## src/rtl/mem_pkg.sv

```systemverilog
// Shared definitions for the CPU-to-memory access path: default bus widths
// and the access sequencer's state encoding.
package mem_pkg;

  localparam int MEM_ADDR_W = 32;
  localparam int MEM_DATA_W = 32;

  typedef enum logic [3:0] {
    S_IDLE,
    S_WR_SETUP,
    S_WR_PULSE,
    S_WR_HOLD,
    S_RD_SETUP,
    S_RD_STROBE,
    S_RD_WAIT,
    S_RD_ACK,
    S_DONE
  } state_e;

endpackage

```

## src/rtl/sync_2ff.sv

```systemverilog
// Single-bit two-flop synchronizer for flags driven from another timing
// domain (here: memory's strobe-edge logic).
module sync_2ff (
  input  logic clk,
  input  logic rst,
  input  logic d_i,
  output logic q_o
);

  logic meta_q;
  logic sync_q;

  always_ff @(posedge clk) begin
    if (rst) begin
      meta_q <= 1'b0;
      sync_q <= 1'b0;
    end else begin
      meta_q <= d_i;
      sync_q <= meta_q;
    end
  end

  assign q_o = sync_q;

endmodule

```

## src/rtl/mem_access_ctrl.sv

```systemverilog
// Sequences single-cycle CPU load/store requests into the main memory's
// strobe handshake, stalling the CPU until the access completes or times out.
module mem_access_ctrl
  import mem_pkg::*;
#(
  parameter int ADDR_W   = MEM_ADDR_W,
  parameter int DATA_W   = MEM_DATA_W,
  parameter int WR_PULSE = 2,
  parameter int TIMEOUT  = 64
) (
  input  logic              clk,
  input  logic              rst,
  input  logic              cpuReq,
  input  logic              cpuWe,
  input  logic [ADDR_W-1:0] cpuAddr,
  input  logic [DATA_W-1:0] cpuWdata,
  output logic              cpuBusy,
  output logic              cpuDone,
  output logic [DATA_W-1:0] cpuRdata,
  output logic              cpuErr,
  output logic [ADDR_W-1:0] memAddress,
  output logic [DATA_W-1:0] memWriteData,
  output logic              memWrite,
  output logic              memRead,
  input  logic [DATA_W-1:0] memReadData,
  input  logic              memDataReady,
  output logic              dataGrabbed
);

  // One counter serves both the write pulse width and the read timeout.
  localparam int CNT_MAX = (TIMEOUT > WR_PULSE) ? TIMEOUT : WR_PULSE;
  localparam int CNT_W   = $clog2(CNT_MAX);
  localparam logic [CNT_W-1:0] RD_LAST = CNT_W'(TIMEOUT - 1);
  localparam logic [CNT_W-1:0] WR_LAST = CNT_W'(WR_PULSE - 1);

  state_e            state_q, state_d;
  logic [CNT_W-1:0]  cnt_q, cnt_d;
  logic              err_q, err_d;
  logic [DATA_W-1:0] rdata_q, rdata_d;
  logic [ADDR_W-1:0] addr_q, addr_d;
  logic [DATA_W-1:0] wdata_q, wdata_d;
  logic              rdy_sync;

  sync_2ff u_rdy_sync (
    .clk (clk),
    .rst (rst),
    .d_i (memDataReady),
    .q_o (rdy_sync)
  );

  always_ff @(posedge clk) begin
    if (rst) begin
      state_q <= S_IDLE;
      cnt_q   <= '0;
      err_q   <= 1'b0;
      rdata_q <= '0;
      addr_q  <= '0;
      wdata_q <= '0;
    end else begin
      state_q <= state_d;
      cnt_q   <= cnt_d;
      err_q   <= err_d;
      rdata_q <= rdata_d;
      addr_q  <= addr_d;
      wdata_q <= wdata_d;
    end
  end

  always_comb begin
    state_d     = state_q;
    cnt_d       = cnt_q;
    err_d       = err_q;
    rdata_d     = rdata_q;
    addr_d      = addr_q;
    wdata_d     = wdata_q;
    cpuBusy     = 1'b1;
    cpuDone     = 1'b0;
    cpuErr      = 1'b0;
    memWrite    = 1'b0;
    memRead     = 1'b0;
    dataGrabbed = 1'b0;

    case (state_q)
      S_IDLE: begin
        cpuBusy = 1'b0;
        err_d   = 1'b0;
        cnt_d   = '0;
        if (cpuReq) begin
          addr_d = cpuAddr;
          if (cpuWe) begin
            wdata_d = cpuWdata;
            state_d = S_WR_SETUP;
          end else begin
            state_d = S_RD_SETUP;
          end
        end
      end
      S_WR_SETUP: begin
        cnt_d   = '0;
        state_d = S_WR_PULSE;
      end
      S_WR_PULSE: begin
        memWrite = 1'b1;
        if (cnt_q == WR_LAST) begin
          state_d = S_WR_HOLD;
        end else begin
          cnt_d = cnt_q + CNT_W'(1);
        end
      end
      S_WR_HOLD: begin
        state_d = S_DONE;
      end
      S_RD_SETUP: begin
        // A ready flag left over from an earlier access must be cleared
        // before strobing, or it would be mistaken for this read's data.
        if (rdy_sync) begin
          dataGrabbed = 1'b1;
        end else begin
          state_d = S_RD_STROBE;
        end
      end
      S_RD_STROBE: begin
        memRead = 1'b1;
        cnt_d   = '0;
        state_d = S_RD_WAIT;
      end
      S_RD_WAIT: begin
        memRead = 1'b1;
        cnt_d   = cnt_q + CNT_W'(1);
        if (rdy_sync) begin
          rdata_d = memReadData;
          state_d = S_RD_ACK;
        end else if (cnt_q == RD_LAST) begin
          err_d   = 1'b1;
          state_d = S_DONE;
        end
      end
      S_RD_ACK: begin
        dataGrabbed = 1'b1;
        if (!rdy_sync) begin
          state_d = S_DONE;
        end
      end
      S_DONE: begin
        cpuDone = 1'b1;
        cpuErr  = err_q;
        state_d = S_IDLE;
      end
      default: begin
        state_d = S_IDLE;
      end
    endcase
  end

  assign cpuRdata     = rdata_q;
  assign memAddress   = addr_q;
  assign memWriteData = wdata_q;

endmodule

```

## config.mk

```make
export PLATFORM = sky130hd
export DESIGN_NAME = mem_access_ctrl
export DESIGN_NICKNAME = d
export VERILOG_FILES = /design/src/rtl/mem_pkg.sv /design/src/rtl/sync_2ff.sv /design/src/rtl/mem_access_ctrl.sv
export SDC_FILE = /design/constraint.sdc
export NUM_CORES = 1
export LEC_CHECK = 0
export BUFFER_PORTS_ARGS = -buffer_cell sky130_fd_sc_hd__buf_2
export CAP_MARGIN = 20
export CORE_ASPECT_RATIO = 0.6
export CORE_MARGIN = 3
export CORE_UTILIZATION = 40
export CTS_BUF_LIST = sky130_fd_sc_hd__clkbuf_8
export DETAILED_ROUTE_END_ITERATION = 7
export PLACE_DENSITY = 0.79
export SETUP_SLACK_MARGIN = 0.05
export SLEW_MARGIN = 40
export SYNTH_ARGS = -nofsm -noshare
export SYNTH_HDL_FRONTEND = slang
export SYNTH_HIERARCHICAL = 1
export SYNTH_SLANG_ARGS = --single-unit
export TNS_END_PERCENT = 5
```

## constraint.sdc

```tcl
create_clock -name clk -period 2.71 [get_ports clk]
set_input_delay 0.4065 -clock clk [delete_from_list [all_inputs] [get_ports clk]]
set_output_delay 0.4065 -clock clk [all_outputs]
set_load 0.02 [all_outputs]
```

### Word level (Yosys, flattened, before mapping)

Cells that the tools add are included.

* output and inout port bits: 102
* memories kept: 0
* flip-flop bits (word level): 109
* latch bits: 0
* memory bits (read-only): 0
* RAM bits: 0
* word-level logic and storage cells: 58
* input bits: 101

* reduce and logical (&&, ||, !) cells: 11
* $lt $le $gt $ge: 0
* bitwise logic cells: 0
* shifts and indexed selects: 0
* add/subtract/negate cells: 1
* div/mod/pow operators: 0
* mux-type cells: 20
* eq/ne operators: 18
* multipliers: 0

Operators with widths (number)
* $pmux W4 S8: 1
* $mux W4: 6
* $pmux W6 S3: 1
* $eq A4 B3 Y1 const B: 4
* $ne A2 B2 Y1 const B: 7
* $eq A4 B2 Y1 const B: 2
* $mux W1: 8
* $add A6 B1 Y6 const B: 1
* $eq A6 B1 Y1 const B: 1
* $eq A6 B6 Y1 const B: 1
* $mux W6: 1
* $reduce_and A2 Y1: 3
* $reduce_and A3 Y1: 2
* $reduce_and A5 Y1: 1
* $eq A4 B1 Y1 const B: 1
* $eq A4 B4 Y1 const B: 1
* $logic_not A4 Y1: 1
* $pmux W1 S2: 2
* $mux W3: 1
* $ne A3 B2 Y1 const B: 1
* $reduce_bool A3 Y1: 1
* $reduce_or A3 Y1: 1
* $reduce_bool A2 Y1: 1
* $reduce_or A2 Y1: 1

### Longest topological paths before layout

Gate-level depths: netlist of the first run.

* depth after elaboration: 4
* depth in mapped cells: 8
* depth with buffers taken out: 7

### Cells and area by module

The synthesis of the first run kept the hierarchy.

Modules (own cells, without submodules)
* mem_access_ctrl: area each 4122.7 µm², times used 1, cells each 512, sequential area each 2142.1 µm²
* sync_2ff: area each 52.6 µm², times used 1, cells each 4, sequential area each 40.0 µm²

### Worst setup path after synthesis of the first run

No wires, ideal clock.

* path kind: register -> output
* start: register state_q[1]
* end: output cpuErr
* required time: 2304 ps
* setup slack: 585 ps
* arrival time: 1718 ps
* stages on the path, launching flop included: 4
* buffers on the path: 1
* cell sequence: dfxtp_1 clkbuf_1 nor4b_1 and2_1

* longest elaborated chain between the ends: 2

Ends and longest elaborated chain
* start, declared: RTL line mem_access_ctrl.sv:36 `state_e state_q, state_d;`
* start signal, assigned: RTL line mem_access_ctrl.sv:60 `state_q <= state_d;`
* $eq A4 B4 Y1: RTL line mem_access_ctrl.sv:83 `case (state_q)`
* $mux W1: RTL line mem_access_ctrl.sv:83
* end, declared: RTL line mem_access_ctrl.sv:20 `output logic cpuErr,`

Every way passes these cells.

### Worst setup path in the final report of the first run

* start: register state_q[1]
* end: output memWrite

* longest elaborated chain between the ends: 2

Ends and longest elaborated chain
* $eq A4 B2 Y1: RTL line mem_access_ctrl.sv:83
* $mux W1: RTL line mem_access_ctrl.sv:83
* end, declared: RTL line mem_access_ctrl.sv:23 `output logic memWrite,`

Every way passes these cells.

==> results.yml, run 1 <==
outcome:
  status: "completed"
worst_setup_path:
  worst-path-stages: 3
  r2r_start: "state_q[1]"
  crit_chain: "inv_1, nor4_1, buf_2"
  start_kind: "flip-flop"
  rrSetupSlack_ns: 0.68
  crit_arrival_ns: 1.96
  worst-r2r-cell-count: 6
  crit_start: "state_q[1]"
  critPathCaptureType: "primary output"
  worstSetupEndpoint: "memWrite"
  worstSetupPathType: "reg -> out"
  cp_slowest_stage_delay_ns: 0.66
  worstPathMaxFanout: 14
  cp_top_family: "flip-flops"
  crit_buf_inv: 2
  worst_path_max_delay_cell: "dfxtp_1"
  worstPathRequired_ns: 2.30
  r2r_end: "cpuRdata[5]"
route:
  post_drt_wl_per_cell_um: 13.43
  drc_errors: 0
  avgViaCountPerCell: 4.881
  drt-initial-drc-count: 225
  vias: 4100
  drt-pass1-iter-count: 4
  ant_nets: 0
  drt-total-wl_um: 11280
synth:
  ys_ff_latch: 109
  ys_async_sr_fraction_pct: 0
  synth_top_area_share_pct: 52.26
  synth_area_mm2: 0.004175
  synth_area_leaders: "dfxtp_1 (52%), nand2_1 (18%), a21oi_1 (11%)"
  syn_avg_cell_area_um2: 8.092
  synth_area_leader_cell: "dfxtp_1"
  synth_nets: 619
  synth_edf_count: 0
  ys.flop_type: "dfxtp_1"
  ys_types: 40
  yosysWarningCount: 6
  ys_seq_area_share_pct: 52.26
  synthCells: 516
global_routing:
  grt_pass1_wl_um: 17640
  grt_pass1_vias: 3743
  grt_max_degree: 51
  antenna_found_initial: 1
  grtUsageTotal_pct: 18.66
  overflow: 0
power_and_ir_drop:
  power_leakage_uw: 0.002422
  power_switching_share_pct: 38.36
  power_frac_comb_pct: 32.5
  power_density_mw_per_mm2: 799.2
  p_switching_uw: 1639
  peakVddDrop_mv: 0.3325
  seqPwrFrac_pct: 45.9
  p_clk_share_pct: 21.6
  p_int_uw: 2633
cts:
  numCtsBuffers: 9
  cts_tree: "done"
  cts_buffer_depth: 2
  clock_sinks: 109
  htreeDepth: 3
  cts_resized: 0
  ctsHoldBuffers: 0
  path_clk_slew_ns: 0.10
  cts-root-buf: "clkbuf_8"
  cts_setup_buffers: 0
  clk_latency_ns: 0.37
timing:
  tns_ns: 0
  clock.fmax_mhz: 422.5
  holdWs_ns: 0.2558
  finalCritPeriodShare_pct: 87.34
  finalHoldViolCount: 0
  grt_setup_unrepaired: "no"
  slew_headroom_pct: 63.66
  finalSetupViolCount: 0
  post-route-min-period_ns: 2.367
  fin_skew_ns: 0.008275
  finalMaxSlewViolations: 0
  worst_pin_slew_ns: 0.5451
die:
  die-area_mm2: 0.01174
  initial_core_util_pct: 41.67
  io_pins: 203
  die_h_um: 85.14
  design.core.area_mm2: 0.01002
  rows: 28
  die_width_um: 137.9
layout:
  drive_above_1_share_pct: 33.95
  fin_area_mm2: 0.005345
  syn2layout_area_growth_pct: 28.02
  fillers: 959
  nets: 803
place:
  dp_hpwl_um: 8347
  place_area_mm2: 0.005160
  gp_congestion: 0.8083
  io_buffers: 202
hold_path:
  hold_path.class: "in -> reg"
  hold_path.startpoint: "memDataReady"
flow_run:
  maxCapViolations: 0
## kinds of logic (layout without fill, tap and decap cells)
kind of cell | Yosys count | after routing | synth area share [%]
and+or+nand+nor | 243 | 243 | 23.85
DFF | 109 | 109 | 52.26
muxes | 3 | 3 | 0.7791
buffers and inverters | 40 | 228 | 6.353
AOI/OAI and AO/OA | 114 | 114 | 15.10
adders and majority gates | 2 | 2 | 0.5992
other | 0 | 1 | 0
xor gates and xnor gates | 5 | 5 | 1.049
## layer usage
metal / part of all wire (%) / track usage [%] / routed length [um]
met5: 0 / 0 / 0
met4: 1.1 / 5.202 / 128
met3: 10 / 7.287 / 1127
met2: 46 / 31.33 / 5243
met1: 42 / 22.34 / 4783
## synthesized netlist by cell type, drive strengths merged (3+ instances only)
cell type  count
nand2        202
dfxtp        109
a21oi        101
clkbuf        19
buf           17
nor2          13
and2           6
and3           4
inv            4
nand2b         4
nor2b          4
o21ai          4
xor2           4
nor3           3
## how the worst min path moves through the flow
stage                        end  slack (ns)  depth (start not counted)
2_1_floorplan     u_rdy_sync/q_o        0.41                          1
3_3_place_gp      u_rdy_sync/q_o        0.42                          1
3_5_place_dp      u_rdy_sync/q_o        0.42                          1
4_1_cts        u_rdy_sync/meta_q        0.23                          2
5_1_grt         memWriteData[24]        0.23                          3
6_report       u_rdy_sync/meta_q        0.26                          2
## stage by stage
step | power, uW | util (%) | setup WS, ns | std cells
detailed placement | 3388 | 51.50 | 0.7351 | 824
global route | 4566 | 53.35 | 0.1882 | 840
global placement | 3321 | 51.50 | 0.8755 | 824
floorplan | 3050 | - | 0.5852 | 516
finish | 4272 | 53.35 | 0.3432 | 840
CTS | 4322 | 53.32 | 0.3498 | 839
## flip-flops by register name, summed over array words and instances, names as in the netlist
register / cells
cnt_q: 6
cpuRdata: 32
err_q: 1
memAddress: 32
memWriteData: 32
state_q: 4
u_rdy_sync/meta_q: 1
u_rdy_sync/q_o: 1
## power by group through the flow
stage               registers (uW)  logic (uW)  clock network, uW
floorplan                     2120         932                  0
global placement              1970        1350                  0
detailed placement            1990        1390                  0
CTS                           1960        1400                967
global route                  1990        1540               1040
finish                        1960        1390                921
## cell usage in the layout (no fill, tap or decap), types with 2 or more instances in the layout
| master | instances |
|---|---|
| nor2_1 | 13 |
| and2_1 | 6 |
| a21oi_2 | 7 |
| buf_4 | 8 |
| nand2b_1 | 4 |
| xor2_1 | 4 |
| mux2_2 | 2 |
| o21ai_0 | 3 |
| nor2b_1 | 4 |
| buf_2 | 201 |
| ha_1 | 2 |
| nor3_1 | 3 |
| dfxtp_1 | 109 |
| a21oi_1 | 94 |
| clkbuf_8 | 10 |
| clkinv_4 | 2 |
| nand3_1 | 2 |
| nand2_1 | 201 |
| o211ai_1 | 2 |
| inv_1 | 3 |
| and3_1 | 4 |
## final cells by class
cell class / instances / area (um2) / share of cell area [%]
flip-flops and latches: 109 / 2182 / 40.82
multi-input cells: 367 / 1728 / 32.33
repair buffers: 209 / 1066 / 19.94
well taps: 135 / 168.9 / 3.160
clock buffers: 10 / 137.6 / 2.575
clock inverters: 5 / 45.04 / 0.8427
inverters: 4 / 15.01 / 0.2809
diodes: 1 / 2.502 / 0.04682
No activity file was read; power rests on OpenSTA's default activity.
==> run 2, diff against run 1 <==
BUFFER_PORTS_ARGS = -buffer_cell sky130_fd_sc_hd__clkbuf_2   (was -buffer_cell sky130_fd_sc_hd__buf_2)
==> run 2 against run 1 <==
Worst setup slack better by 0.0055 ns. Clock skew down 0.00052 ns. Routed wire length fell by 0.83%. Clock-buffer cell count did not move. Utilization rose by 0.26 points. Flip-flop and latch count did not move. Combinational power barely moved. First-iteration DRC count unchanged. Largest cell class unchanged.
==> results.yml, run 2 (synthesis results as in run 1) <==
layout:
  drive_above_1_share_pct: 33.95
  syn2layout_area_growth_pct: 28.65
  fillers: 944
  fin_util_pct: 53.61
  fin_area_mm2: 0.005371
  instances_no_fill: 839
  antenna_cells: 0
  nets: 802
  layout_common_cells: "nand2_1 (201), clkbuf_2 (201), dfxtp_1 (109)"
die:
  initial_core_util_pct: 41.67
  rows: 28
  io_pins: 203
  design.core.area_mm2: 0.01002
  die_h_um: 85.14
  die-area_mm2: 0.01174
  die_width_um: 137.9
worst_setup_path:
  start_kind: "flip-flop"
  crit_start: "state_q[1]"
  worstPathMaxFanout: 14
  rrSetupSlack_ns: 0.65
  worstPathRequired_ns: 2.30
  worstSetupEndpoint: "memWrite"
  r2r_start: "state_q[1]"
  critPathCaptureType: "primary output"
  r2r_end: "cpuRdata[5]"
  worst-r2r-cell-count: 6
  crit_arrival_ns: 1.95
  worstSetupPathType: "reg -> out"
route:
  drt-initial-drc-count: 225
  post_drt_wl_per_cell_um: 13.34
  ant_nets: 0
  avgViaCountPerCell: 4.808
  drt-pass1-iter-count: 5
  vias: 4034
  drc_errors: 0
  drt-total-wl_um: 11190
outcome:
  status: "completed"
timing:
  slew_headroom_pct: 66.11
  post-route-min-period_ns: 2.361
  fin_skew_ns: 0.007755
  finalHoldViolCount: 0
  finalSetupViolCount: 0
  worst_pin_slew_ns: 0.5083
  grt_setup_unrepaired: "no"
  clock.fmax_mhz: 423.5
  finalMaxSlewViolations: 0
  finalCritPeriodShare_pct: 87.13
  tns_ns: 0
place:
  io_buffers: 202
  dp.cells: 823
  gp_congestion: 0.8059
  place_area_mm2: 0.005165
  dp_hpwl_um: 8475
power_and_ir_drop:
  power_density_mw_per_mm2: 809.7
  power_uw: 4349
  peakVddDrop_mv: 0.3652
  power_leakage_uw: 0.002372
cts:
  ctsHoldBuffers: 0
  clock_sinks: 109
  path_clk_slew_ns: 0.10
  numCtsBuffers: 9
  htreeDepth: 3
  cts_tree: "done"
  cts_resized: 0
  cts_buffer_depth: 2
  cts_setup_buffers: 0
  cts-root-buf: "clkbuf_8"
  clk_latency_ns: 0.36
global_routing:
  grt_pass1_vias: 3806
  overflow: 0
  grtUsageTotal_pct: 18.43
  grt_max_degree: 57
  antenna_found_initial: 0
  grt_pass1_wl_um: 17490
hold_path:
  hold_path.class: "in -> reg"
  hold_path.startpoint: "cpuWdata[19]"
flow_run:
  maxCapViolations: 0
==> run 2: layout make-up <==
class,count,area (um2),share of cell area [%]
Tap cell,135,168.9,3.145
Clock inverter,6,68.82,1.281
Inverter,4,15.01,0.2795
Sequential cell,109,2182,40.62
Clock buffer,10,137.6,2.562
Timing Repair Buffer,208,1071,19.94
Multi-Input combinational cell,367,1728,32.17
==> run 2: report_power, final <==
part           total (uW)  internal [uW]  switching, uW
Sequential           1960           1790            173
Combinational        1380            472            906
Clock                1010            460            547
==> run 2: worst min-delay path by stage <==
stage                                   to  depth (start not counted)
after floorplan             u_rdy_sync/q_o                          1
after global placement      u_rdy_sync/q_o                          1
after detailed placement             err_q                          2
after CTS                   memAddress[28]                          3
after global routing        memAddress[11]                          3
final                     memWriteData[19]                          3
==> run 2: worst max-delay path, cell delays in order, from the launching register on <==
cell,delay [ns]
dfxtp_1,0.64
inv_1,0.25
nor4_1,0.45
clkbuf_2,0.26
==> run 2: per-layer routing <==
layer | global-route usage, % | vias up | part of all wire [%]
met1 | 21.72 | 1825 | 41
li1 | - | 2042 | -
met5 | 0 | - | 0
met3 | 6.991 | 12 | 10
met4 | 4.843 | 0 | 1.1
met2 | 31.64 | 155 | 47
==> run 2: through the flow <==
step	worst slack (ns)	hold slack, ns
floorplan	0.5852	0.4138
global placement	0.8337	0.4171
detailed placement	0.6956	0.4426
CTS	0.3537	0.2260
global route	0.1978	0.2274
finish	0.3487	0.2547
==> run 3, diff against run 2 <==
CORE_UTILIZATION = 29   (was 40)
PLACE_DENSITY = 0.63   (was 0.79)
clock period = 2.4 ns   (was 2.71 ns; I/O delays follow)
==> run 3 against run 2 <==
Sequential power up 13%. First-iteration DRC count up 48%. Worst hold slack worse by 0.061 ns. Cell count up 6.9%. Worst setup slack worse by 0.025 ns. Clock skew up 0.0052 ns. Total power up 13%. Critical path type unchanged. Critical endpoint unchanged. Highest routed layer unchanged. Register-to-register slack worse by 0.15 ns.
==> results.yml, run 3 (synthesis results as in run 1) <==
power_and_ir_drop:
  power_frac_comb_pct: 31.6
  peakVddDrop_mv: 0.3125
  p_int_uw: 3056
  power_switching_share_pct: 37.89
  power_leakage_uw: 0.002381
  seqPwrFrac_pct: 45.0
  p_switching_uw: 1865
  p_clk_share_pct: 23.4
  power_density_mw_per_mm2: 903.1
worst_setup_path:
  crit_buf_inv: 2
  worst-r2r-cell-count: 5
  crit_arrival_ns: 1.72
  worstPathMaxFanout: 14
  cp_top_family: "flip-flops"
  start_kind: "flip-flop"
  cp_slowest_stage_delay_ns: 0.50
  worstPathRequired_ns: 2.04
  worst-path-stages: 3
  rrSetupSlack_ns: 0.50
  r2r_start: "state_q[0]"
  r2r_end: "memAddress[17]"
  worst_path_max_delay_cell: "dfxtp_2"
  crit_chain: "inv_1, nor4_1, clkbuf_2"
  worstSetupPathType: "reg -> out"
  critPathCaptureType: "primary output"
hold_path:
  hold_path.class: "in -> reg"
  hold_path.startpoint: "cpuWdata[17]"
  holdPathStages: 3
  worstHoldEndpoint: "memWriteData[17]"
cts:
  htreeDepth: 3
  path_clk_slew_ns: 0.11
  clk_latency_ns: 0.37
  numCtsBuffers: 9
  cts_tree: "done"
  cts_buffer_depth: 2
  clock_sinks: 109
  cts-root-buf: "clkbuf_8"
timing:
  clock.fmax_mhz: 481.5
  finalCritPeriodShare_pct: 86.53
  finalHoldViolCount: 0
  worst_pin_slew_ns: 0.4902
  finalSetupViolCount: 0
  finalMaxSlewViolations: 0
  finalWorstSetupSlack_ns: 0.3233
  slew_headroom_pct: 67.28
  grt_setup_unrepaired: "no"
  fin_skew_ns: 0.01296
  tns_ns: 0
  post-route-min-period_ns: 2.077
  holdWs_ns: 0.1936
die:
  design.core.area_mm2: 0.01387
  die-area_mm2: 0.01592
  rows: 33
  die_h_um: 98.95
  die_width_um: 160.9
  initial_core_util_pct: 30.10
  io_pins: 203
route:
  vias: 3919
  drt-total-wl_um: 11190
  avgViaCountPerCell: 4.369
  ant_nets: 0
  drt-pass1-iter-count: 4
  drc_errors: 0
  drt-initial-drc-count: 334
  post_drt_wl_per_cell_um: 12.47
layout:
  antenna_cells: 0
  sequential_cell_area_mm2: 0.002183
  syn2layout_area_growth_pct: 30.51
  nets: 803
  drive_above_1_share_pct: 34.04
  layout_common_cells: "nand2_1 (201), clkbuf_2 (201), dfxtp_1 (108)"
  fillers: 1455
  multiInputGateArea_mm2: 0.001728
place:
  gp_congestion: 0.8005
  io_buffers: 202
  dp_hpwl_um: 8107
  place_ws_ns: 0.4900
global_routing:
  overflow: 0
  antenna_found_initial: 0
  grt_pass1_wl_um: 18290
  grtUsageTotal_pct: 13.98
  grt_max_degree: 42
  grt_pass1_vias: 3703
outcome:
  status: "completed"
flow_run:
  maxCapViolations: 0
-- run 3: cell types whose count changed in the layout (fill, tap and decap cells not counted) --
cell,before,now
clkinv_2,1,0
clkinvlp_4,1,0
clkinv_4,1,2
inv_1,3,4
clkbuf_8,10,9
inv_8,0,1
buf_4,6,7
dfxtp_1,109,108
dfxtp_2,0,1
-- run 3: power by group through the flow --
stage | logic, uW | registers [uW] | clock network [uW]
after floorplan | 1050 | 2390 | 0
after global placement | 1580 | 2240 | 0
after detailed placement | 1580 | 2250 | 0
after CTS | 1580 | 2210 | 1220
after global routing | 1740 | 2250 | 1290
final | 1560 | 2210 | 1150
-- run 3: final cells by class --
class / instances / share of cell area, %
Multi-Input combinational cell: 367 / 31.71
Sequential cell: 109 / 40.07
Clock buffer: 9 / 2.273
Timing Repair Buffer: 209 / 19.79
Clock inverter: 7 / 1.470
Inverter: 4 / 0.2755
Tap cell: 192 / 4.409
-- run 3: worst max-delay path by stage --
| stage | from | to | slack (ns) |
|---|---|---|---|
| floorplan | state_q[1] | cpuErr | 0.32 |
| global placement | state_q[0] | memAddress[20] | 0.51 |
| detailed placement | state_q[0] | memAddress[20] | 0.49 |
| CTS | state_q[1] | memWrite | 0.08 |
| global route | state_q[0] | cpuErr | 0.19 |
| finish | state_q[1] | memWrite | 0.32 |
-- run 3: stage by stage --
stage               instance area [um2]  utilization (%)  instances  power, uW
floorplan                          4175                -        516       3444
global placement                   5244            37.80        881       3825
detailed placement                 5244            37.80        881       3829
CTS                                5448            39.27        897       5013
global route                       5449            39.28        897       5281
finish                             5449            39.28        897       4921
-- run 3: worst register-to-register path: cells and delay by family, from the launching register on --
| kind | cells | cell delay, ns |
|---|---|---|
| and+or+nand+nor | 3 | 0.89 |
| DFF | 1 | 0.47 |
| buffers and inverters | 1 | 0.34 |
| AOI/OAI and AO/OA | 1 | 0.13 |
-- run 3: repair_timing --
item | CTS | global route
buffers inserted | 0 | 0
setup endpoints to repair | 0 | 1
hold buffers | 0 | 0
gates resized for setup | 0 | 1
-- run 3: layer usage --
layer / vias to the layer above / wire, um / global-route usage, %
met5: - / 0 / 0
met4: 0 / 151 / 3.833
met3: 15 / 1102 / 6.174
met2: 147 / 4437 / 19.67
met1: 1717 / 5493 / 19.39
li1: 2040 / - / -
